File: src/rtl/mem_arbiter_pkg.sv
// Shared definitions for the minuteCore instruction/data memory arbiter.
package mem_arbiter_pkg;

  localparam int DEF_ADDR_W = 32;
  localparam int DEF_DATA_W = 32;

  // Wide enough for the largest starvation limit (15).
  localparam int STARVE_W = 4;

  typedef enum logic [1:0] {
    ST_IDLE = 2'd0,
    ST_BUSY = 2'd1,
    ST_RESP = 2'd2
  } state_e;

  typedef enum logic {
    OWN_IMEM = 1'b0,
    OWN_DMEM = 1'b1
  } owner_e;

  // Width of the watchdog counter: it only has to reach TIMEOUT-1.
  function automatic int wd_width(input int timeout);
    return (timeout > 2) ? $clog2(timeout) : 1;
  endfunction

endpackage

File: src/rtl/mem_arb_watchdog.sv
// Counts cycles spent waiting for the backing memory and flags expiry.
module mem_arb_watchdog
  import mem_arbiter_pkg::*;
#(
  parameter int TIMEOUT = 64
) (
  input  logic clk,
  input  logic reset,
  input  logic run_i,     // a transaction is waiting for mem_ack this cycle
  input  logic clr_i,     // transaction finished, restart the count
  output logic expire_o   // this is the last allowed waiting cycle
);

  localparam int                WD_W    = wd_width(TIMEOUT);
  localparam logic [WD_W-1:0]   WD_LAST = WD_W'(TIMEOUT - 1);

  logic [WD_W-1:0] wd_cnt_q, wd_cnt_d;

  // Next count: clear on completion, advance while waiting.
  always_comb begin
    // NOTE: assign a default first so every path drives the signal and no latch is inferred.
    wd_cnt_d = wd_cnt_q;
    if (clr_i) begin
      wd_cnt_d = '0;
    end else if (run_i) begin
      wd_cnt_d = wd_cnt_q + WD_W'(1);
    end
  end

  // Watchdog counter register.
  always_ff @(posedge clk or negedge reset) begin
    // NOTE: sequential state uses non-blocking assignments so all flops update together at the edge.
    if (!reset) begin
      wd_cnt_q <= '0;
    end else begin
      wd_cnt_q <= wd_cnt_d;
    end
  end

  // A zero TIMEOUT disables the watchdog entirely.
  assign expire_o = (TIMEOUT != 0) && run_i && (wd_cnt_q == WD_LAST);

endmodule

File: src/rtl/mem_arbiter.sv
// Arbitrates the fetch port and the data port onto one single-ported backing
// memory. One transaction in flight; dmem has priority, imem is protected from
// starvation, and a watchdog completes hung transactions with an error.
module mem_arbiter
  import mem_arbiter_pkg::*;
#(
  parameter int ADDR_W       = DEF_ADDR_W,
  parameter int DATA_W       = DEF_DATA_W,
  parameter int STARVE_LIMIT = 4,
  parameter int TIMEOUT      = 64
) (
  input  logic              clk,
  input  logic              reset,
  // fetch port
  input  logic [ADDR_W-1:0] imem_rd_addr,
  input  logic              imem_rd_enable,
  output logic [DATA_W-1:0] imem_rd_data,
  output logic              imem_rd_ready,
  output logic              imem_err,
  // data port
  input  logic [ADDR_W-1:0] dmem_addr,
  input  logic              dmem_r_enable,
  input  logic              dmem_w_enable,
  input  logic [DATA_W-1:0] dmem_w_data,
  output logic [DATA_W-1:0] dmem_r_data,
  output logic              dmem_ready,
  output logic              dmem_err,
  // backing memory
  output logic [ADDR_W-1:0] mem_addr,
  output logic              mem_req,
  output logic              mem_we,
  output logic [DATA_W-1:0] mem_wdata,
  input  logic [DATA_W-1:0] mem_rdata,
  input  logic              mem_ack
);

  localparam logic [STARVE_W-1:0] STARVE_MAX = STARVE_W'(STARVE_LIMIT);
  localparam logic [STARVE_W-1:0] STARVE_SAT = '1;

  state_e              state_q, state_d;
  owner_e              owner_q, owner_d;
  logic [STARVE_W-1:0] starve_cnt_q, starve_cnt_d;

  logic [ADDR_W-1:0]   mem_addr_q, mem_addr_d;
  logic                mem_req_q, mem_req_d;
  logic                mem_we_q, mem_we_d;
  logic [DATA_W-1:0]   mem_wdata_q, mem_wdata_d;
  logic [DATA_W-1:0]   imem_rd_data_q, imem_rd_data_d;
  logic                imem_rd_ready_q, imem_rd_ready_d;
  logic                imem_err_q, imem_err_d;
  logic [DATA_W-1:0]   dmem_r_data_q, dmem_r_data_d;
  logic                dmem_ready_q, dmem_ready_d;
  logic                dmem_err_q, dmem_err_d;

  logic imem_pend, dmem_pend, grant_imem, grant_dmem;
  logic wd_expire;

  mem_arb_watchdog #(
    .TIMEOUT (TIMEOUT)
  ) u_watchdog (
    .clk      (clk),
    .reset    (reset),
    .run_i    (state_q == ST_BUSY),
    .clr_i    (state_q == ST_RESP),
    .expire_o (wd_expire)
  );

  // Arbitration: dmem wins unless imem has waited through STARVE_LIMIT dmem grants.
  always_comb begin
    imem_pend  = imem_rd_enable;
    dmem_pend  = dmem_r_enable | dmem_w_enable;
    grant_imem = imem_pend && (!dmem_pend || (starve_cnt_q == STARVE_MAX));
    grant_dmem = dmem_pend && !grant_imem;
  end

  // Next-state and next-output computation for the IDLE/BUSY/RESP sequence.
  always_comb begin
    state_d         = state_q;
    owner_d         = owner_q;
    starve_cnt_d    = starve_cnt_q;
    mem_addr_d      = mem_addr_q;
    mem_req_d       = mem_req_q;
    mem_we_d        = mem_we_q;
    mem_wdata_d     = mem_wdata_q;
    imem_rd_data_d  = imem_rd_data_q;
    dmem_r_data_d   = dmem_r_data_q;
    // Completion strobes are single-cycle pulses.
    imem_rd_ready_d = 1'b0;
    imem_err_d      = 1'b0;
    dmem_ready_d    = 1'b0;
    dmem_err_d      = 1'b0;

    unique case (state_q)
      ST_IDLE: begin
        if (grant_imem) begin
          owner_d      = OWN_IMEM;
          mem_addr_d   = imem_rd_addr;
          mem_we_d     = 1'b0;
          mem_wdata_d  = dmem_w_data;
          mem_req_d    = 1'b1;
          starve_cnt_d = '0;
          state_d      = ST_BUSY;
        end else if (grant_dmem) begin
          owner_d      = OWN_DMEM;
          mem_addr_d   = dmem_addr;
          // A simultaneous read and write request is treated as a write.
          mem_we_d     = dmem_w_enable;
          mem_wdata_d  = dmem_w_data;
          mem_req_d    = 1'b1;
          if (imem_pend) begin
            starve_cnt_d = (starve_cnt_q == STARVE_SAT) ? starve_cnt_q
                                                        : starve_cnt_q + STARVE_W'(1);
          end else begin
            starve_cnt_d = '0;
          end
          state_d      = ST_BUSY;
        end
      end

      ST_BUSY: begin
        // A real acknowledge takes precedence over expiry in the same cycle.
        if (mem_ack) begin
          mem_req_d = 1'b0;
          state_d   = ST_RESP;
          if (owner_q == OWN_IMEM) begin
            imem_rd_data_d  = mem_rdata;
            imem_rd_ready_d = 1'b1;
          end else begin
            if (!mem_we_q) begin
              dmem_r_data_d = mem_rdata;
            end
            dmem_ready_d = 1'b1;
          end
        end else if (wd_expire) begin
          // Abort: the owner gets zero data with an error flag.
          mem_req_d = 1'b0;
          state_d   = ST_RESP;
          if (owner_q == OWN_IMEM) begin
            imem_rd_data_d  = '0;
            imem_rd_ready_d = 1'b1;
            imem_err_d      = 1'b1;
          end else begin
            dmem_r_data_d = '0;
            dmem_ready_d  = 1'b1;
            dmem_err_d    = 1'b1;
          end
        end
      end

      ST_RESP: begin
        // Requests are not sampled here so the requester can drop or advance them.
        state_d = ST_IDLE;
      end

      default: begin
        state_d   = ST_IDLE;
        mem_req_d = 1'b0;
      end
    endcase
  end

  // FSM and registered outputs; reset abandons any in-flight transaction.
  always_ff @(posedge clk or negedge reset) begin
    if (!reset) begin
      state_q         <= ST_IDLE;
      owner_q         <= OWN_IMEM;
      starve_cnt_q    <= '0;
      mem_addr_q      <= '0;
      mem_req_q       <= 1'b0;
      mem_we_q        <= 1'b0;
      mem_wdata_q     <= '0;
      imem_rd_data_q  <= '0;
      imem_rd_ready_q <= 1'b0;
      imem_err_q      <= 1'b0;
      dmem_r_data_q   <= '0;
      dmem_ready_q    <= 1'b0;
      dmem_err_q      <= 1'b0;
    end else begin
      state_q         <= state_d;
      owner_q         <= owner_d;
      starve_cnt_q    <= starve_cnt_d;
      mem_addr_q      <= mem_addr_d;
      mem_req_q       <= mem_req_d;
      mem_we_q        <= mem_we_d;
      mem_wdata_q     <= mem_wdata_d;
      imem_rd_data_q  <= imem_rd_data_d;
      imem_rd_ready_q <= imem_rd_ready_d;
      imem_err_q      <= imem_err_d;
      dmem_r_data_q   <= dmem_r_data_d;
      dmem_ready_q    <= dmem_ready_d;
      dmem_err_q      <= dmem_err_d;
    end
  end

  assign mem_addr      = mem_addr_q;
  assign mem_req       = mem_req_q;
  assign mem_we        = mem_we_q;
  assign mem_wdata     = mem_wdata_q;
  assign imem_rd_data  = imem_rd_data_q;
  assign imem_rd_ready = imem_rd_ready_q;
  assign imem_err      = imem_err_q;
  assign dmem_r_data   = dmem_r_data_q;
  assign dmem_ready    = dmem_ready_q;
  assign dmem_err      = dmem_err_q;

endmodule

File: config.mk
export PLATFORM = sky130hd
export DESIGN_NAME = mem_arbiter
export DESIGN_NICKNAME = d
export VERILOG_FILES = /design/src/rtl/mem_arbiter_pkg.sv /design/src/rtl/mem_arb_watchdog.sv /design/src/rtl/mem_arbiter.sv
export SDC_FILE = /design/constraint.sdc
export NUM_CORES = 1
export LEC_CHECK = 0
export BUFFER_PORTS_ARGS = -buffer_cell sky130_fd_sc_hd__buf_2
export CELL_PAD_IN_SITES_DETAIL_PLACEMENT = 2
export CELL_PAD_IN_SITES_GLOBAL_PLACEMENT = 2
export CORE_MARGIN = 2
export CORE_UTILIZATION = 24
export DETAILED_ROUTE_END_ITERATION = 8
export PLACE_DENSITY_LB_ADDON = 0.3
export SYNTH_ARGS = -nofsm -noshare
export SYNTH_HDL_FRONTEND = slang
export SYNTH_SLANG_ARGS = --single-unit
File: constraint.sdc
create_clock -name clk -period 2.48 [get_ports clk]
set_clock_uncertainty 0.05 [all_clocks]
set_input_delay 0.124 -clock clk [delete_from_list [all_inputs] [get_ports clk]]
set_output_delay 0.124 -clock clk [all_outputs]
set_load 0.05 [all_outputs]
---- Word-level counts from Yosys, hierarchy flattened ----
Cells that the tools add are included.
cells by class
  $add $sub $neg .......................... 2
  $mul .................................... 0
  divide/modulo/power cells ............... 0
  magnitude comparators ................... 0
  equal/unequal tests ..................... 9
  shifts and indexed selects .............. 0
  mux-type cells .......................... 44
  bitwise logic cells ..................... 3
  reductions and logical operators ........ 16
operator list
  kind                                                                    count
  32-bit 2-to-1 mux                                                       13
  1-bit 2-to-1 mux                                                        19
  4-bit 2-to-1 mux                                                        4
  6-bit 2-to-1 mux                                                        2
  3-bit inequality test (second input constant)                           3
  3-bit AND reduction                                                     3
  2-bit 2-to-1 mux                                                        4
  6-bit by 1-bit adder with 6-bit output (second input constant)          1
  6-bit equality test (second input constant)                             1
  2-bit nonzero test                                                      3
  4-bit by 1-bit adder with 4-bit output (second input constant)          1
  4-bit by 3-bit equality test with 1-bit output (second input constant)  1
  4-bit equality test (second input constant)                             1
  2-bit one-hot mux with 2 select lines                                   1
  2-bit AND reduction                                                     2
  4-bit AND reduction                                                     1
  1-bit logical AND                                                       3
  1-bit one-hot mux with 3 select lines                                   1
  2-bit by 1-bit equality test with 1-bit output (second input constant)  1
  2-bit equality test (second input constant)                             1
  1-bit zero test                                                         2
  2-bit zero test                                                         1
  2-bit inequality test (second input constant)                           1
  1-bit inverter                                                          2
  2 further kinds                                                         2
storage, ports and cells
  register bits ........................... 147
  latch bits .............................. 0
  RAM bits ................................ 0
  ROM bits ................................ 0
  input bits .............................. 134
  output and inout port bits .............. 134
  word-level logic and storage cells ...... 88
  memories ................................ 0

---- Logic depth before layout (Yosys ltp) ----
Gate-level depths: netlist of the first run.
  depth in word-level cells ............... 9
  gate-level depth with buffers ........... 8
  gate-level depth less buffers ........... 6

---- By module ----
From an unflattened synthesis of the first run, not the netlist that was laid out.
second synthesis, totals
  cell total of the unflattened synthesis .. 641
  area total of the unflattened synthesis .. 5,899.4 µm²
by module, submodules not included
  module            times used  cells an instance  area an instance (µm²)  sequential area each (µm²)
  mem_arbiter       1           613                5,609.1                 3,528.4
  mem_arb_watchdog  1           28                 290.3                   150.1

---- Worst setup path after synthesis of the first run ----
OpenSTA, ideal clock, no wires.
  path kind ............................... reg2reg
  start ................................... register u_watchdog.wd_cnt_q[0]
  end ..................................... register dmem_r_data_q[15], in the netlist dmem_r_data[15]
  setup time .............................. 121 ps
  arrival time ............................ 1,588 ps
  required time ........................... 2,309 ps
  slack ................................... 721 ps
  stages on the path, launching flop included .. 8
  buffers on the path ..................... 2
  clock period less this slack ............ 1,759 ps
  cells stage by stage .................... dfrtp_1 ha_1 and3_4 a41oi_4 or2_1 buf_6 buf_8 a22o_1
on the way
  cells in the longest elaborated chain, start to end .. 4
ends and longest elaborated chain
  element                        line                    source
  from (decl)                    mem_arb_watchdog.sv:17  logic [WD_W-1:0] wd_cnt_q, wd_cnt_d;
  from (signal assigned)         mem_arb_watchdog.sv:36  wd_cnt_q <= wd_cnt_d;
  6-bit equality test            mem_arb_watchdog.sv:41  assign expire_o = (TIMEOUT != 0) && run_i && (wd_cnt_q == WD_LAST);
  1-bit logical AND              mem_arb_watchdog.sv:41
  2-bit nonzero test (no line)   n/a
  4-bit AND reduction (no line)  n/a
  to (signal assigned)           mem_arbiter.sv:189      dmem_r_data_q <= dmem_r_data_d;
  to (decl)                      mem_arbiter.sv:51       logic [DATA_W-1:0] dmem_r_data_q, dmem_r_data_d;
No other way between the ends.
A chain may end at the register's enable or synchronous reset.

---- Worst setup path in the final report of the first run ----
  start ................................... register starve_cnt_q[0]
  end ..................................... register mem_addr_q[15], in the netlist mem_addr[15]
on the way
  cells in the longest elaborated chain, start to end .. 7
  elaborated cells on any way between the ends .. 8
  those cells by class .................... eq/ne (1); mux (1); reduce/logical (6)
ends and longest elaborated chain
  element                                             line                source
  from (decl)                                         mem_arbiter.sv:42   logic [STARVE_W-1:0] starve_cnt_q, starve_cnt_d;
  from (signal assigned)                              mem_arbiter.sv:181  starve_cnt_q <= starve_cnt_d;
  4-bit by 3-bit equality test with 1-bit output (*)  mem_arbiter.sv:72   grant_imem = imem_pend && (!dmem_pend || (starve_cnt_q == STARVE_MAX));
  1-bit logical OR (*)                                mem_arbiter.sv:72
  1-bit logical AND (*)                               mem_arbiter.sv:72
  1-bit zero test                                     mem_arbiter.sv:73   grant_dmem = dmem_pend && !grant_imem;
  1-bit logical AND                                   mem_arbiter.sv:73
  2-bit nonzero test (no line)                        n/a
  2-bit AND reduction (no line)                       n/a
  to (signal assigned)                                mem_arbiter.sv:182  mem_addr_q <= mem_addr_d;
  to (decl)                                           mem_arbiter.sv:44   logic [ADDR_W-1:0] mem_addr_q, mem_addr_d;
Mark *: on every way between the ends. The rest lies on a longest branch, timed or not.

==> results of run 1 <==
-- power by group through the flow --
stage               sequential (W)  clock [W]  combinational (W)
global placement           0.00426          0            0.00820
finish                     0.00429    0.00264            0.00859
CTS                        0.00428    0.00275            0.00855
detailed placement         0.00430          0            0.00837
floorplan                  0.00789          0            0.00259
global route               0.00446    0.00284            0.00919
-- metal layers --
| layer | vias to the layer above | wire, µm |
|---|---|---|
| met5 | - | 0 |
| met3 | 24 | 1750 |
| met2 | 226 | 12700 |
| met1 | 3125 | 10600 |
| met4 | 0 | 367 |
| li1 | 2889 | - |
-- logic make-up (layout without fill, tap and decap cells) --
family	after synthesis	in the layout
simple gates	198	198
fa+ha+maj	6	6
buf+inv	82	488
other cells	0	1
compound gates	123	123
flops	147	147
mux	66	66
-- repair_timing --
action	4_1_cts	5_1_grt
endpoints found under the hold margin	159	0
endpoints found under the setup margin	0	27
resized for setup	0	2
buffers inserted	0	6
hold buffers	129	0
-- layout make-up --
cell class	instances	area [µm²]	area share
well taps	372	465	0.0451
diodes	1	2.50	0.000243
multi-input cells	393	2520	0.245
clock buffers	19	433	0.0420
flip-flops and latches	147	3680	0.357
inverters	40	150	0.0146
clock inverters	13	151	0.0147
repair buffers	416	2910	0.282
-- state kept, by name, indices dropped and copies added (netlist names) --
| register | flops |
|---|---|
| imem_rd_ready | 1 |
| imem_err | 1 |
| owner_q | 1 |
| imem_rd_data | 32 |
| mem_addr | 32 |
| state_q | 2 |
| mem_wdata | 32 |
| u_watchdog.wd_cnt_q | 6 |
| starve_cnt_q | 4 |
| dmem_ready | 1 |
| dmem_r_data | 32 |
| mem_req | 1 |
| mem_we | 1 |
| dmem_err | 1 |
-- Yosys cell counts, types with 2 or more instances --
library cell,n,area [µm²]
nor2_1,39,146
o21ai_0,13,65.1
nor3_1,3,15.0
buf_6,8,90.1
a22o_2,32,320
a22o_1,34,298
ha_1,6,75.1
clkbuf_8,6,82.6
clkbuf_1,16,60.1
inv_1,40,150
nor2b_1,2,12.5
buf_8,3,45.0
nand2_1,139,522
a21oi_1,34,170
buf_2,4,20.0
nand2b_1,4,25.0
nand3_1,3,15.0
o22ai_1,2,12.5
mux2i_1,66,661
dfrtp_1,147,3680
-- metrics by stage --
step	util	total power, W	setup WS [ns]	hold slack [ns]
detailed placement	0.307	0.0127	0.474	0.0443
floorplan	-	0.0105	0.721	-0.222
CTS	0.376	0.0156	0.111	0.0129
global route	0.381	0.0165	-0.104	0.0335
finish	0.381	0.0155	0.0201	0.0391
global placement	0.307	0.0125	0.567	0.0410
-- path summary, 6_finish.rpt --
path	from	to	slack [ns]	cells after the start
min in group asynchronous	reset	dmem_ready	0.16	2
hold reg to reg	mem_wdata[12]	mem_wdata[12]	0.42	2
setup reg to reg	starve_cnt_q[0]	mem_addr[15]	0.02	9
max in group asynchronous	reset	starve_cnt_q[0]	1.35	3
setup / recovery	starve_cnt_q[0]	mem_addr[15]	0.02	9
hold / removal	dmem_addr[18]	mem_addr[18]	0.04	3
-- critical path, stage by stage, from the launching register on --
cell and delay, ns:
dfrtp_2 0.39, inv_1 0.05, ha_1 0.18, and3b_1 0.21, o21ai_4 0.22, buf_4 0.16, buf_12 0.12, mux2i_1 0.24
dlygate4sd3_1 0.63, a21oi_1 0.08
==> flow_summary.toml, run 1 <==
[outcome]
status = "completed"

[detailed_routing]
post-route-drc-count = 0
routed_wire_length_per_instance_um = 18.1
antenna_violating_nets_post_route = 0
via_count = 6264
postRouteWirelength_mm = 25.4
drt-vias-per-instance = 4.47
drt_first_iter_violations = 224
detailedRoute.firstPassIterationCount = 4

[critical_path]
critPathCaptureType = "register"
critPathLaunchType = "register"
crit_arrival_ns = 2.70
critPathKind = "reg -> reg"
cp.required_ns = 2.72
worstPathMaxFanout = 5

[synth]
yosys.area_share.xor_xnor = 0
synth_enable_flop_cells = 0
synthesis.yosys.warnings = 0
synth_async_sr_flop_share = 1.00
netlist_area_um2 = 6660
ys_seq_area_frac = 0.553
ys_ff_latch = 147
synth.mux.area_fraction = 0.0992
synth.net_count = 762
post_synth.cell_area_avg_um2 = 10.7
synth_top_family_by_area = "compound AO/OA/AOI/OAI gates"
synth_compound_area_frac = 0.144
synth_simple_gate_area_share = 0.120
synthDistinctLibCells = 41
synth_top_flop_cell = "dfrtp_1"
synthesis.instances = 622
synth_adder_area_share = 0.0113

[global_routing]
grt_util_met2 = 0.297
global_route_track_usage_on_met1 = 0.206
globalRouteTotalUtil = 0.172
grt_first_pass_wirelength_mm = 39.0
grt_max_degree = 78
global_route.peak_usage_layer = "met2"
grt_pass1_vias = 6992
global_route.usage.met3 = 0.0560
antenna_violations_before_repair = 0
grt_remaining_overflow = 0

[cells_and_area]
area_delta_synth_final_pct = 55.0
mostFrequentLayoutCell = "buf_2"
design.final.nets = 1155
mostFrequentLayoutCells = "buf_2 (266), dfrtp_1 (146), nand2_1 (139)"
final_design_area_no_fill_um2 = 10300
stdcell_count = 1401
post_route_cells_drive_above_1_share = 0.349
filler_cell_count = 2925

[sta]
share_of_the_clock_period_used_by_the_worst_path_after_layout = 0.992
finalHoldViolations = 0
tightest_slew_ns = 0.742
finalSetupTns_ns = 0
final.min_clock_period_ns = 2.46
setup_viol = 0
final_max_slew_viol_count = 0
relSlewSlack = 0.506
fmaxAchievable_mhz = 407

[cts]
worstSkewPairLatency_ns = 0.42
clock_buffer_count_from_cts = 17
max-clock-path-buffers = 2
clk_transition_reported_paths_ns = 0.06
clkSinkCount = 147
cell_chosen_for_the_clock_root = "clkbuf_16"
tritoncts_clock_tree = "yes"
htree_num_levels = 4

[power_and_ir_drop]
net_load_switching_power_w = 0.00809
cell_internal_pwr_w = 0.00744
ir_worst_vdd_mv = 0.694
powerDensity_nw_per_um2 = 1500
p_leak_nw = 5.18
power.share.switching = 0.521
clock_power_share = 0.170
seq_power_share = 0.276
p_comb_frac = 0.553

[floorplan]
dieArea_um2 = 29100
num_rows = 60
ioPinCount = 268
die_w_um = 171
die_h_um = 171
coreArea_um2 = 27100
floorplan.initialDensity = 0.246

[placed_design]
io_buffers = 267
placed_cell_area_um2 = 8320
detailedPlacementHpwl_mm = 15.2
place_congestion = 0.679
numPlacedInstances = 1230

[flow_run]
max_cap_violations = 0

[worst_hold_path]
hp-class = "in -> reg"
No activity file was read; power rests on OpenSTA's default activity.
==> run 2, diff against run 1 <==
- GPL_TIMING_DRIVEN: unset -> 0
==> run 2 against run 1 <==
  * Via count up 0.67%
  * Count of clock-buffer cells in the layout decreased by 1
  * Cell count increased by 1.1%
  * Die area stayed put
  * Total power is 2.6% higher
  * Critical path type unchanged
  * Largest power group unchanged
==> flow_summary.toml, run 2 (synthesized netlist as in run 1, its figures left out) <==
[outcome]
status = "completed"

[floorplan]
ioPinCount = 268
num_rows = 60
die_w_um = 171
floorplan.initialDensity = 0.246
dieArea_um2 = 29100
coreArea_um2 = 27100
die_h_um = 171

[sta]
setup_slack_ns = 0.179
finalHoldWorstSlack_ns = 0.0402
tightest_slew_ns = 0.817
share_of_the_clock_period_used_by_the_worst_path_after_layout = 0.928
relSlewSlack = 0.452
fmaxAchievable_mhz = 435
setup_viol = 0
final_max_slew_viol_count = 0
rsz0062_at_grt = "false"
finalHoldViolations = 0
final.min_clock_period_ns = 2.30

[cts]
tritoncts_clock_tree = "yes"
clk_transition_reported_paths_ns = 0.06
htree_num_levels = 4
cell_chosen_for_the_clock_root = "clkbuf_16"
worstSkewPairLatency_ns = 0.42
clock_buffer_count_from_cts = 17
clkSinkCount = 147
max-clock-path-buffers = 2

[worst_hold_path]
min_from = "imem_rd_addr[29]"
hp-class = "in -> reg"
min_to = "mem_addr[29]"
hold_path_depth = 3

[cells_and_area]
area_delta_synth_final_pct = 56.2
mostFrequentLayoutCell = "buf_2"
mostFrequentLayoutCells = "buf_2 (269), dfrtp_1 (146), nand2_1 (139)"
final_design_area_no_fill_um2 = 10400
antenna_cells = 0
filler_cell_count = 2942
post_route_cells_drive_above_1_share = 0.343
final-seq-area_um2 = 3680
design.final.nets = 1174
final_core_util = 0.384
multi_input_area_um2 = 2490

[power_and_ir_drop]
powerDensity_nw_per_um2 = 1530
p_leak_nw = 5.24
ir_worst_vdd_mv = 0.537

[placed_design]
placed_cell_area_um2 = 8500
place_congestion = 0.717
detailedPlacementHpwl_mm = 17.1
dp_slack_ns = 0.304
io_buffers = 267

[global_routing]
grt_remaining_overflow = 0
grt_first_pass_wirelength_mm = 41.2
grt_pass1_vias = 7180
globalRouteTotalUtil = 0.181
antenna_violations_before_repair = 1
grt_max_degree = 86

[detailed_routing]
post-route-drc-count = 0
postRouteWirelength_mm = 25.8
detailedRoute.firstPassIterationCount = 4
drt-vias-per-instance = 4.45
drt_first_iter_violations = 282
antenna_violating_nets_post_route = 0
routed_wire_length_per_instance_um = 18.2
via_count = 6306

[critical_path]
critPathCaptureType = "register"
critPathLaunchType = "register"
crit_arrival_ns = 2.53
max_stage_delay_ns = 0.58
slowest_stage = "dlygate4sd3_1"
crit_path_cell_trace = "inv_1, ha_1, and3b_1, o21ai_0, clkbuf_4, mux2i_1, dlygate4sd3_1, a21oi_1"
critPathKind = "reg -> reg"
cp.required_ns = 2.71
r2r-end = "mem_addr[2]"
register_to_register_path_setup_slack_ns = 0.18
worstPathMaxFanout = 7
reg2regPathDepth = 8
critical_r2r_launch = "starve_cnt_q[0]"

[flow_run]
max_cap_violations = 0
-- run 2: changes by cell type in the layout (fill, tap and decap cells not counted), sizes merged --
cell	previous run	this run
clkbuf	22	42
bufinv	2	5
dlymetal6s2s	0	1
dlygate4sd3	129	125
inv	44	41
clkinvlp	3	2
dlygate4sd1	0	1
diode	1	0
-- run 2: area by class of cell --
cell class	instances	share of cell area
Tap cell	372	0.0448
Sequential cell	147	0.354
Inverter	40	0.0144
Multi-Input combinational cell	393	0.240
Clock buffer	18	0.0422
Timing Repair Buffer	393	0.253
Buffer	42	0.0325
Clock inverter	12	0.0197
-- run 2: per-layer routing --
metal / up-vias / part of all wire / global-route usage
li1: 2927 / - / -
met2: 213 / 0.49 / 0.310
met1: 3141 / 0.43 / 0.222
met5: - / 0.00043 / 0
met3: 23 / 0.067 / 0.0541
met4: 2 / 0.013 / 0.0461
-- run 2: worst max-delay path: cells and delay by family (launching register included) --
| family | cells | cell delay [ns] |
|---|---|---|
| buf+inv | 3 | 0.88 |
| flops | 1 | 0.40 |
| mux | 1 | 0.23 |
| compound gates | 2 | 0.22 |
| simple gates | 1 | 0.20 |
| fa+ha+maj | 1 | 0.19 |
-- run 2: worst max path at each step --
stage / startpoint / to / slack (ns)
3_3_place_gp: reset / mem_addr[17] / -1.33
3_5_place_dp: state_q[0] / mem_addr[25] / 0.30
2_1_floorplan: u_watchdog.wd_cnt_q[0] / dmem_r_data[15] / 0.72
4_1_cts: starve_cnt_q[0] / mem_addr[2] / 0.12
6_report: starve_cnt_q[0] / mem_addr[2] / 0.18
5_1_grt: starve_cnt_q[1] / mem_addr[2] / 0.006
-- run 2: repair_timing --
action	in CTS	in global routing
gates resized for setup	0	2
hold buffers	125	0
setup buffers	0	0
hold endpoints to repair	198	0
endpoints found under the setup margin	0	3
-- run 2: metrics by stage --
stage,total power [W],TNS (ns),std cells
detailed placement,0.0129,0,1262
CTS,0.0161,0,1417
global route,0.0169,0,1417
floorplan,0.0105,0,622
finish,0.0159,0,1417
global placement,0.0127,-192.55,1261
-- run 2: where the power goes --
part | internal, W | switching (W) | leakage, nW
clock network | 0.00181 | 0.00112 | 0.308
registers | 0.00355 | 0.000759 | 1.74
logic | 0.00239 | 0.00629 | 3.18
total | 0.00775 | 0.00817 | 5.24
==> run 3, diff against run 2 <==
- SETUP_SLACK_MARGIN: unset -> 0.2
==> run 3 against run 2 <==
  * Setup slack improved by 0.21 ns
  * Cell area is essentially flat
  * Non-clock buffer count unchanged
  * Sequential power about the same
  * Worst hold slack got worse by 0.0011 ns
  * Register-to-register slack gained 0.21 ns
  * Die area did not move
  * Combinational power barely moved
  * Routed wire length grew 0.85%
  * Count of clock-buffer cells in the layout unchanged
  * Critical path type unchanged
  * Largest cell class unchanged
  * Highest routed layer unchanged
==> flow_summary.toml, run 3 (synthesized netlist as in run 1, its figures left out) <==
[critical_path]
crit_path_cell_trace = "inv_1, ha_1, and3b_1, o21ai_0, buf_2, buf_6, mux2i_1, a21oi_1"
r2r-end = "mem_addr[15]"
crit_arrival_ns = 2.31
critPathKind = "reg -> reg"
register_to_register_path_setup_slack_ns = 0.38
critical_r2r_launch = "starve_cnt_q[0]"
slowest_stage = "dfrtp_1"
critPathLaunchType = "register"
cp.required_ns = 2.69
critPathCaptureType = "register"
worstPathMaxFanout = 10
reg2regPathDepth = 8
max_stage_delay_ns = 0.42
crit_path_end = "mem_addr[15]"
worstSetupStartpoint = "starve_cnt_q[0]"

[power_and_ir_drop]
clock_power_share = 0.184
finalPower_w = 0.0159
cell_internal_pwr_w = 0.00775
seq_power_share = 0.271
powerDensity_nw_per_um2 = 1530
p_comb_frac = 0.545
ir_worst_vdd_mv = 0.415
p_leak_nw = 5.24
power.share.switching = 0.513
net_load_switching_power_w = 0.00817

[worst_hold_path]
hp-class = "in -> reg"

[floorplan]
ioPinCount = 268
die_w_um = 171
die_h_um = 171
coreArea_um2 = 27100
dieArea_um2 = 29100
num_rows = 60
floorplan.initialDensity = 0.246

[detailed_routing]
drt_first_iter_violations = 297
detailedRoute.firstPassIterationCount = 4
routed_wire_length_per_instance_um = 18.4
post-route-drc-count = 0
antenna_violating_nets_post_route = 0
via_count = 6298
drt-vias-per-instance = 4.44
postRouteWirelength_mm = 26.1

[global_routing]
grt_first_pass_wirelength_mm = 41.5
globalRouteTotalUtil = 0.184
grt_pass1_vias = 7207
antenna_violations_before_repair = 1
grt_remaining_overflow = 0
grt_max_degree = 86

[sta]
fmaxAchievable_mhz = 477
finalHoldViolations = 0
rsz0062_at_grt = "false"
final_max_slew_viol_count = 0
relSlewSlack = 0.454
share_of_the_clock_period_used_by_the_worst_path_after_layout = 0.845
tightest_slew_ns = 0.814
final.min_clock_period_ns = 2.10
setup_viol = 0
setup_slack_ns = 0.384

[placed_design]
placed_cell_area_um2 = 8500
io_buffers = 267
detailedPlacementHpwl_mm = 17.1
place_congestion = 0.717
dp_slack_ns = 0.304

[flow_run]
max_cap_violations = 0

[cts]
htree_num_levels = 4
clk_transition_reported_paths_ns = 0.06
max-clock-path-buffers = 2
clock_buffer_count_from_cts = 17
worstSkewPairLatency_ns = 0.42
cell_chosen_for_the_clock_root = "clkbuf_16"
clkSinkCount = 147
tritoncts_clock_tree = "yes"
postCtsSetupRepairBufs = 0

[cells_and_area]
final_design_area_no_fill_um2 = 10400
final_core_util = 0.384
design.final.nets = 1174
mostFrequentLayoutCells = "buf_2 (270), dfrtp_1 (147), nand2_1 (139)"
mostFrequentLayoutCell = "buf_2"
area_delta_synth_final_pct = 56.2
multi_input_area_um2 = 2500
post_route_cells_drive_above_1_share = 0.344
final-seq-area_um2 = 3680
filler_cell_count = 2941
antenna_cells = 0

[outcome]
status = "completed"
run 3: worst max-delay path, delay by kind of cell, from the launching register on:
kind / cells / cell delay, ns
buffers and inverters: 3 / 0.55
muxes: 1 / 0.26
and+or+nand+nor: 1 / 0.20
adders and majority gates: 1 / 0.20
DFF: 1 / 0.42
AOI/OAI and AO/OA: 2 / 0.26
run 3: area by class of cell:
type	instances	share of cell area
inverter	40	0.0144
clock inverter	12	0.0197
multi-input combinational	393	0.240
tap	372	0.0448
sequential	147	0.354
clock buffer	18	0.0422
timing repair buffer	393	0.252
buffer	42	0.0324
run 3: how the worst min path moves through the flow:
stage,startpoint,to,slack [ns],depth (start not counted)
6_report,imem_rd_addr[29],mem_addr[29],0.04,3
5_1_grt,imem_rd_addr[29],mem_addr[29],0.04,3
4_1_cts,imem_rd_addr[13],mem_addr[13],0.002,3
3_5_place_dp,reset,imem_rd_data[24],0.15,1
3_3_place_gp,dmem_w_data[8],mem_wdata[8],0.26,3
2_1_floorplan,reset,dmem_err,-0.22,0
run 3: power groups by stage:
| stage | sequential (W) | combinational, W | clock [W] |
|---|---|---|---|
| 6_report | 0.00431 | 0.00868 | 0.00293 |
| 5_1_grt | 0.00448 | 0.00934 | 0.00311 |
| 4_1_cts | 0.00431 | 0.00874 | 0.00304 |
| 3_5_place_dp | 0.00433 | 0.00856 | 0 |
| 3_3_place_gp | 0.00426 | 0.00840 | 0 |
| 2_1_floorplan | 0.00789 | 0.00259 | 0 |
run 3: per-layer routing:
metal | vias to the layer above | track usage | part of all wire
li1 | 2923 | - | -
met3 | 23 | 0.0541 | 0.065
met2 | 209 | 0.316 | 0.49
met1 | 3141 | 0.225 | 0.43
met5 | - | 0 | 0.00061
met4 | 2 | 0.0461 | 0.013
run 3: stage by stage:
stage / TNS (ns) / instances / hold slack (ns)
after floorplan: 0 / 622 / -0.222
after global placement: -192.55 / 1261 / 0.264
after detailed placement: 0 / 1262 / 0.154
after CTS: 0 / 1417 / 0.00159
after global routing: 0 / 1417 / 0.0386
final: 0 / 1417 / 0.0391
run 3: what timing repair did:
item / in CTS / in global routing
hold buffers: 125 / 0
endpoints found under the hold margin: 198 / 0
setup endpoints to repair: 0 / 23
resized for setup: 0 / 3
